<file path="config.mk">
export PLATFORM = sky130hd
export DESIGN_NAME = serial_deserializer
export DESIGN_NICKNAME = d
export VERILOG_FILES = /design/src/rtl/serial_deserializer.sv
export SDC_FILE = /design/constraint.sdc
export NUM_CORES = 1
export LEC_CHECK = 0
export ABC_AREA = 1
export ABC_CLOCK_PERIOD_IN_PS = 1500
export CORE_AREA = 4 4 54 56
export DETAILED_ROUTE_END_ITERATION = 10
export DIE_AREA = 0 0 58 60
export PLACE_DENSITY = 0.83
export SYNTH_ARGS = -nofsm -noshare
export SYNTH_HDL_FRONTEND = slang
export SYNTH_SLANG_ARGS = --single-unit
</file>
<file path="constraint.sdc">
create_clock -name clk -period 1.5 [get_ports clk]
set_input_delay 0.225 -clock clk [delete_from_list [all_inputs] [get_ports clk]]
set_output_delay 0.225 -clock clk [all_outputs]
set_load 0.1 [all_outputs]
</file>
<file path="src/rtl/serial_deserializer.sv">
// Serial-to-parallel converter with selectable bit order, word-abort sync,
// a one-word holding register with a valid/ready handshake, and a sticky overrun flag.
module serial_deserializer #(
    parameter int N = 8
) (
    input  logic                   clk,
    input  logic                   rst,
    input  logic                   sin,
    input  logic                   sin_valid,
    input  logic                   dir,
    input  logic                   sync,
    input  logic                   out_ready,
    input  logic                   clr_ovr,
    output logic [N-1:0]           data_out,
    output logic                   out_valid,
    output logic                   overrun,
    output logic [$clog2(N):0]     bit_cnt
);
    localparam int CW = $clog2(N) + 1;

    typedef enum logic {EMPTY = 1'b0, FULL = 1'b1} state_t;

    state_t         state, state_nxt;
    logic [N-1:0]   shift_reg;
    logic           dir_lat;
    logic           dir_eff;
    logic [N-1:0]   shift_nxt;
    logic           accept;
    logic           last_bit;
    logic           consume;
    logic           load;
    logic           drop;

    function automatic logic [N-1:0] shift_in(input logic [N-1:0] cur,
                                              input logic lsb_first,
                                              input logic b);
        if (lsb_first)
            shift_in = {b, cur[N-1:1]};
        else
            shift_in = {cur[N-2:0], b};
    endfunction

    // The first bit of a word uses the live dir input; later bits use the latched copy.
    assign accept    = sin_valid && !sync;
    assign dir_eff   = (bit_cnt == '0) ? dir : dir_lat;
    assign shift_nxt = shift_in(shift_reg, dir_eff, sin);
    assign last_bit  = accept && (bit_cnt == CW'(N - 1));
    assign consume   = (state == FULL) && out_ready;
    assign out_valid = (state == FULL);

    always_comb begin
        state_nxt = state;
        load      = 1'b0;
        drop      = 1'b0;
        case (state)
            EMPTY: begin
                if (last_bit) begin
                    load      = 1'b1;
                    state_nxt = FULL;
                end
            end
            FULL: begin
                if (last_bit && out_ready) begin
                    load = 1'b1;
                end else if (last_bit) begin
                    drop = 1'b1;
                end else if (consume) begin
                    state_nxt = EMPTY;
                end
            end
            default: state_nxt = EMPTY;
        endcase
    end

    always_ff @(posedge clk or posedge rst) begin
        if (rst)
            state <= EMPTY;
        else
            state <= state_nxt;
    end

    always_ff @(posedge clk or posedge rst) begin
        if (rst) begin
            shift_reg <= '0;
            bit_cnt   <= '0;
            dir_lat   <= 1'b0;
        end else if (sync) begin
            shift_reg <= '0;
            bit_cnt   <= '0;
        end else if (accept) begin
            if (bit_cnt == '0)
                dir_lat <= dir;
            if (last_bit) begin
                shift_reg <= '0;
                bit_cnt   <= '0;
            end else begin
                shift_reg <= shift_nxt;
                bit_cnt   <= bit_cnt + 1'b1;
            end
        end
    end

    // A new overrun on the same edge as a clear request wins.
    always_ff @(posedge clk or posedge rst) begin
        if (rst) begin
            data_out <= '0;
            overrun  <= 1'b0;
        end else begin
            if (load)
                data_out <= shift_nxt;
            if (drop)
                overrun <= 1'b1;
            else if (clr_ovr)
                overrun <= 1'b0;
        end
    end

endmodule

</file>
Word level (Yosys, flattened, before mapping)
Index checks and enable logic that the tools add are counted.
Storage, ports and cells
  register bits after elaboration: 23
  input bits: 8
  output and inout bits: 14
  word-level logic and storage cells: 38
Cells by class
  add/sub/neg operators: 1
  eq/ne operators: 1
  multiplexer cells: 19
  bitwise gates (word level): 2
  reduce and logical (&&, ||, !) cells: 9
Operators by type and width (number)
  $mux 8: 4
  $mux 4: 3
  $mux 1: 10
  $add 4x1->4 const B: 1
  $eq 4x3->1 const B: 1
  $logic_and 1x1->1: 4
  $logic_not 4->1: 1
  $pmux 1 s2: 2
  $reduce_bool 2->1: 2
  $not 1->1: 2
  $reduce_and 2->1: 1
  $logic_not 1->1: 1

Logic depth before layout (Yosys ltp)
Gate-level depths: netlist of run 1.
  depth in word-level cells: 7
  depth in mapped cells: 8
  depth with buffers taken out: 8

Worst setup path after synthesis of run 1
OpenSTA, ideal clock, no wires.
  path type: reg2reg
  from: register bit_cnt[1]
  to: register data_out[0]
  setup time: 120 ps
  arrival: 1836 ps
  data required time: 1380 ps
  slack: -456 ps
  stages on the path, launching flop included: 9
  path buffers: 0
  period minus slack after synthesis: 1956 ps
  path through: dfrtp_1 -> ha_1 -> nand2_2 -> clkinv_2 -> nand3_4 -> nor2_8 -> inv_4 -> nand2_1 -> nand2_1
Between the ends
  longest elaborated chain between the ends: 5
  elaborated cells on any way between the ends: 9
  classes of those cells: eq/ne: 1; mux: 5; reduce/logical: 3
RTL lines
  from (decl): RTL line 17  | output logic [$clog2(N):0] bit_cnt
  from (signal assigned): RTL line 98  | bit_cnt <= bit_cnt + 1'b1;
  $eq 4x3->1: RTL line 47  | assign last_bit = accept && (bit_cnt == CW'(N - 1));
  $logic_and 1x1->1: RTL line 47
  $logic_and 1x1->1: RTL line 63  | if (last_bit && out_ready) begin
  $mux 1: RTL line 63
  $pmux 1 s2: RTL line 55  | case (state)
  to (signal assigned): RTL line 110  | data_out <= shift_nxt;
  to (decl): RTL line 14  | output logic [N-1:0] data_out,
Parallel ways exist; a longest one is shown, timed or not.
A chain may end at the register's enable or synchronous reset.

Worst setup path after layout of run 1
  from: register bit_cnt[1]
  to: register shift_reg[3]
Between the ends
  longest elaborated chain between the ends: 6
  elaborated cells on any way between the ends: 8
  classes of those cells: eq/ne: 1; mux: 5; reduce/logical: 2
RTL lines
  $logic_not 4->1: RTL line 45  | assign dir_eff = (bit_cnt == '0) ? dir : dir_lat;
  $mux 1
  $mux 8: RTL line 37  | if (lsb_first)
  $mux 8 (*): RTL line 93  | if (last_bit) begin
  $mux 8 (*): RTL line 90  | end else if (accept) begin
  $mux 8 (*): RTL line 87  | end else if (sync) begin
  to (signal assigned): RTL line 97  | shift_reg <= shift_nxt;
  to (decl): RTL line 24  | logic [N-1:0] shift_reg;
Mark *: on every way between the ends. The rest lies on a longest branch, timed or not. The select of a mux whose other input is x is not followed.

==> impl_metrics.toml, run 1 <==
[setup_path]
max_stage_delay_ns = 0.54
path_class = "reg2reg"
arrival_ns = 1.66
r2r_end = "shift_reg[3]"
reg2reg_depth = 7
slowest_stage = "dfrtp_4"
endpoint_kind = "flip-flop"
critPathMostFrequentCell = "nand3_1"
crit_path_cell_trace = "inv_1, ha_4, nand2_2, nand2_4, nand3_1, nand3_1, nand2_1"
cp_max_fo = 8
rrSetupSlack_ns = 0.07
required_ns = 1.73
reg2reg_from = "bit_cnt[1]"
start_kind = "flip-flop"

[cells_and_area]
finish.utilization_pct = 69.4
nNetsFinal = 183
fill_cells = 188
finalInstanceArea_um2 = 1690
multi_input_area_um2 = 536
antennaDiodeCount = 0
area_growth_pct = 43.5
register_area_um2 = 587
drive_above_1_share_pct = 27.9

[place]
io_buffers = 21
gp_congestion = 0.866
placed_area_um2 = 1650
hpwl_um = 2270

[clock_network]
cts_root_buffer = "clkbuf_4"
numCtsBuffers = 3
htree_levels = 1
cts_sinks = 23
cts_buffer_depth = 2
tritoncts = "done"
path_clk_slew_ns = 0.13
clock_latency_ns = 0.32
hold_buffers = 0

[synth]
synth_edf_count = 0
synth_top_flop_cell = "dfrtp_1"
synth.top_cell.area_share_pct = 48.9
seq_area_frac_synth_pct = 48.9
synthCells = 139
avgSynthCellArea_um2 = 8.46
synth_area_um2 = 1180
yosys.area.top_type = "dfrtp_1"
synth.ff_latch_count = 23
yosysMostFrequentCell = "nand2_1"
syn_nets = 149
ys.warnings.count = 0
synthDistinctLibCells = 19
ys_top_cells_by_count = "36 x nand2_1, 34 x nand3_1, 23 x dfrtp_1"
synthTopCellsByArea = "dfrtp_1 49%, nand3_1 14%, nand2_1 11%"
ys_async_sr_fraction_pct = 100

[sta]
hold_violations = 0
min_period_ns = 1.43
rsz0062_at_grt = "false"
drv_slew = 0
skew_ns = 0.00182
layout_worst_path_cycle_share_pct = 95.5
worst_pin_slew_ns = 0.298
relSlewSlack_pct = 80.1
max_freq_ghz = 0.698
finalSetupViolCount = 0

[drt]
ant_nets = 0
avgViaCountPerCell = 5.49
wl_per_cell_um = 14.1
drc = 0
vias = 1108
drtIter0Drc = 62
routed_wl_um = 2850
drt-pass1-iter-count = 4

[power_and_ir_drop]
power_mw = 1.30
p_leak_nw = 0.848
vdd_drop_max_uv = 565
p_per_area_nw_per_um2 = 772

[floorplan]
boundaryPins = 22
num_rows = 18
initial_core_util_pct = 48.4
die_x_um = 58
core_area_um2 = 2430
die_area_um2 = 3480
die_h_um = 60

[min_path]
hold_class = "in2async"

[global_route]
grt_pass1_wl_um = 4650
track_usage_pct = 17.8
grt_start_max_net_pins = 24
overflow = 0
grt_antenna_before_repair = 0
grt_pass1_vias = 1013

[job]
drv_cap = 0

[outcome]
status = "complete, no violations"
cells in the final DEF, fill, tap and decap left out:
| cell type | instances |
|---|---|
| nand3_4 | 1 |
| xor2_1 | 1 |
| clkinv_2 | 2 |
| o21ai_1 | 1 |
| ha_4 | 2 |
| nor2_8 | 2 |
| nor2_2 | 2 |
| dfrtp_4 | 2 |
| nand2_4 | 2 |
| nand3_2 | 2 |
| inv_4 | 1 |
| o22ai_1 | 2 |
| clkbuf_4 | 3 |
| clkdlybuf4s50_1 | 7 |
| dfrtp_1 | 18 |
| nand3_1 | 34 |
| buf_4 | 8 |
| buf_12 | 14 |
| inv_1 | 19 |
| nor2_1 | 1 |
| o21ai_0 | 5 |
| nand2_2 | 2 |
| inv_2 | 2 |
| dfrtp_2 | 3 |
| nand2_1 | 36 |
where the power goes:
group	leakage, nW	switching, mW	internal [mW]
clock network	0.0177	0.205	0.100
logic	0.524	0.205	0.116
registers	0.307	0.0250	0.652
total	0.848	0.435	0.868
cell families (layout without fill, tap and decap cells):
family / Yosys count / in the layout / share of synthesized area [%]
AND/OR/NAND/NOR: 82 / 82 / 36.9
adder cells (fa/ha/maj): 2 / 2 / 2.13
AO/OA/AOI/OAI: 8 / 8 / 3.62
flip-flops: 23 / 23 / 48.9
XOR/XNOR: 1 / 1 / 0.745
buffers and inverters: 23 / 56 / 7.66
cell type report:
type / instances / area share (%)
Timing Repair Buffer: 29 / 24.3
Inverter: 23 / 5.34
Multi-Input combinational cell: 93 / 31.7
Clock inverter: 1 / 0.297
Sequential cell: 23 / 34.8
Tap cell: 30 / 2.22
Clock buffer: 3 / 1.33
how the worst max path moves through the flow:
stage               startpoint      endpoint
global placement          sync   data_out[1]
finish              bit_cnt[1]  shift_reg[3]
floorplan           bit_cnt[0]   data_out[0]
detailed placement        sync   data_out[5]
global route        bit_cnt[1]   data_out[2]
CTS                 bit_cnt[0]  shift_reg[3]
metrics by stage:
step                      hold slack [ns]  setup slack (ns)  TNS [ns]  std cells
after detailed placement            0.477           -0.0269    -0.188        198
after global routing                0.245            0.0197         0        202
after floorplan                     0.227            0.0152         0        139
after global placement              0.462           0.00977         0        198
after CTS                           0.240            0.0146         0        202
final                               0.226            0.0680         0        202
per-layer routing:
| layer | wire length [um] | vias up | global-route usage (%) |
|---|---|---|---|
| met1 | 1110 | 533 | 21.8 |
| met2 | 1500 | 54 | 31.1 |
| li1 | - | 516 | - |
| met5 | 0 | - | 0 |
| met3 | 181 | 5 | 2.38 |
| met4 | 54 | 0 | 7.95 |
critical path: cells and delay by family, from the launching register on:
kind / cells / cell delay, ns
adder cells (fa/ha/maj): 1 / 0.16
AND/OR/NAND/NOR: 5 / 0.51
flip-flops: 1 / 0.54
buffers and inverters: 1 / 0.12
timing repair:
item | 4_1_cts | 5_1_grt
setup endpoints to repair | 0 | 16
resized for setup | 0 | 2
setup buffers | 0 | 0
Power figures use the tool's default switching activity.
==> inputs of run 2 (changes only) <==
- ABC_CLOCK_PERIOD_IN_PS: 1500 -> unset
==> results of run 2 <==
No change in the layout: final DEF, timing and power equal those of run 1.
==> inputs of run 3 (changes only) <==
- TNS_END_PERCENT: unset -> 20
==> results of run 3 <==
No change in the layout: final DEF, timing and power equal those of run 1.
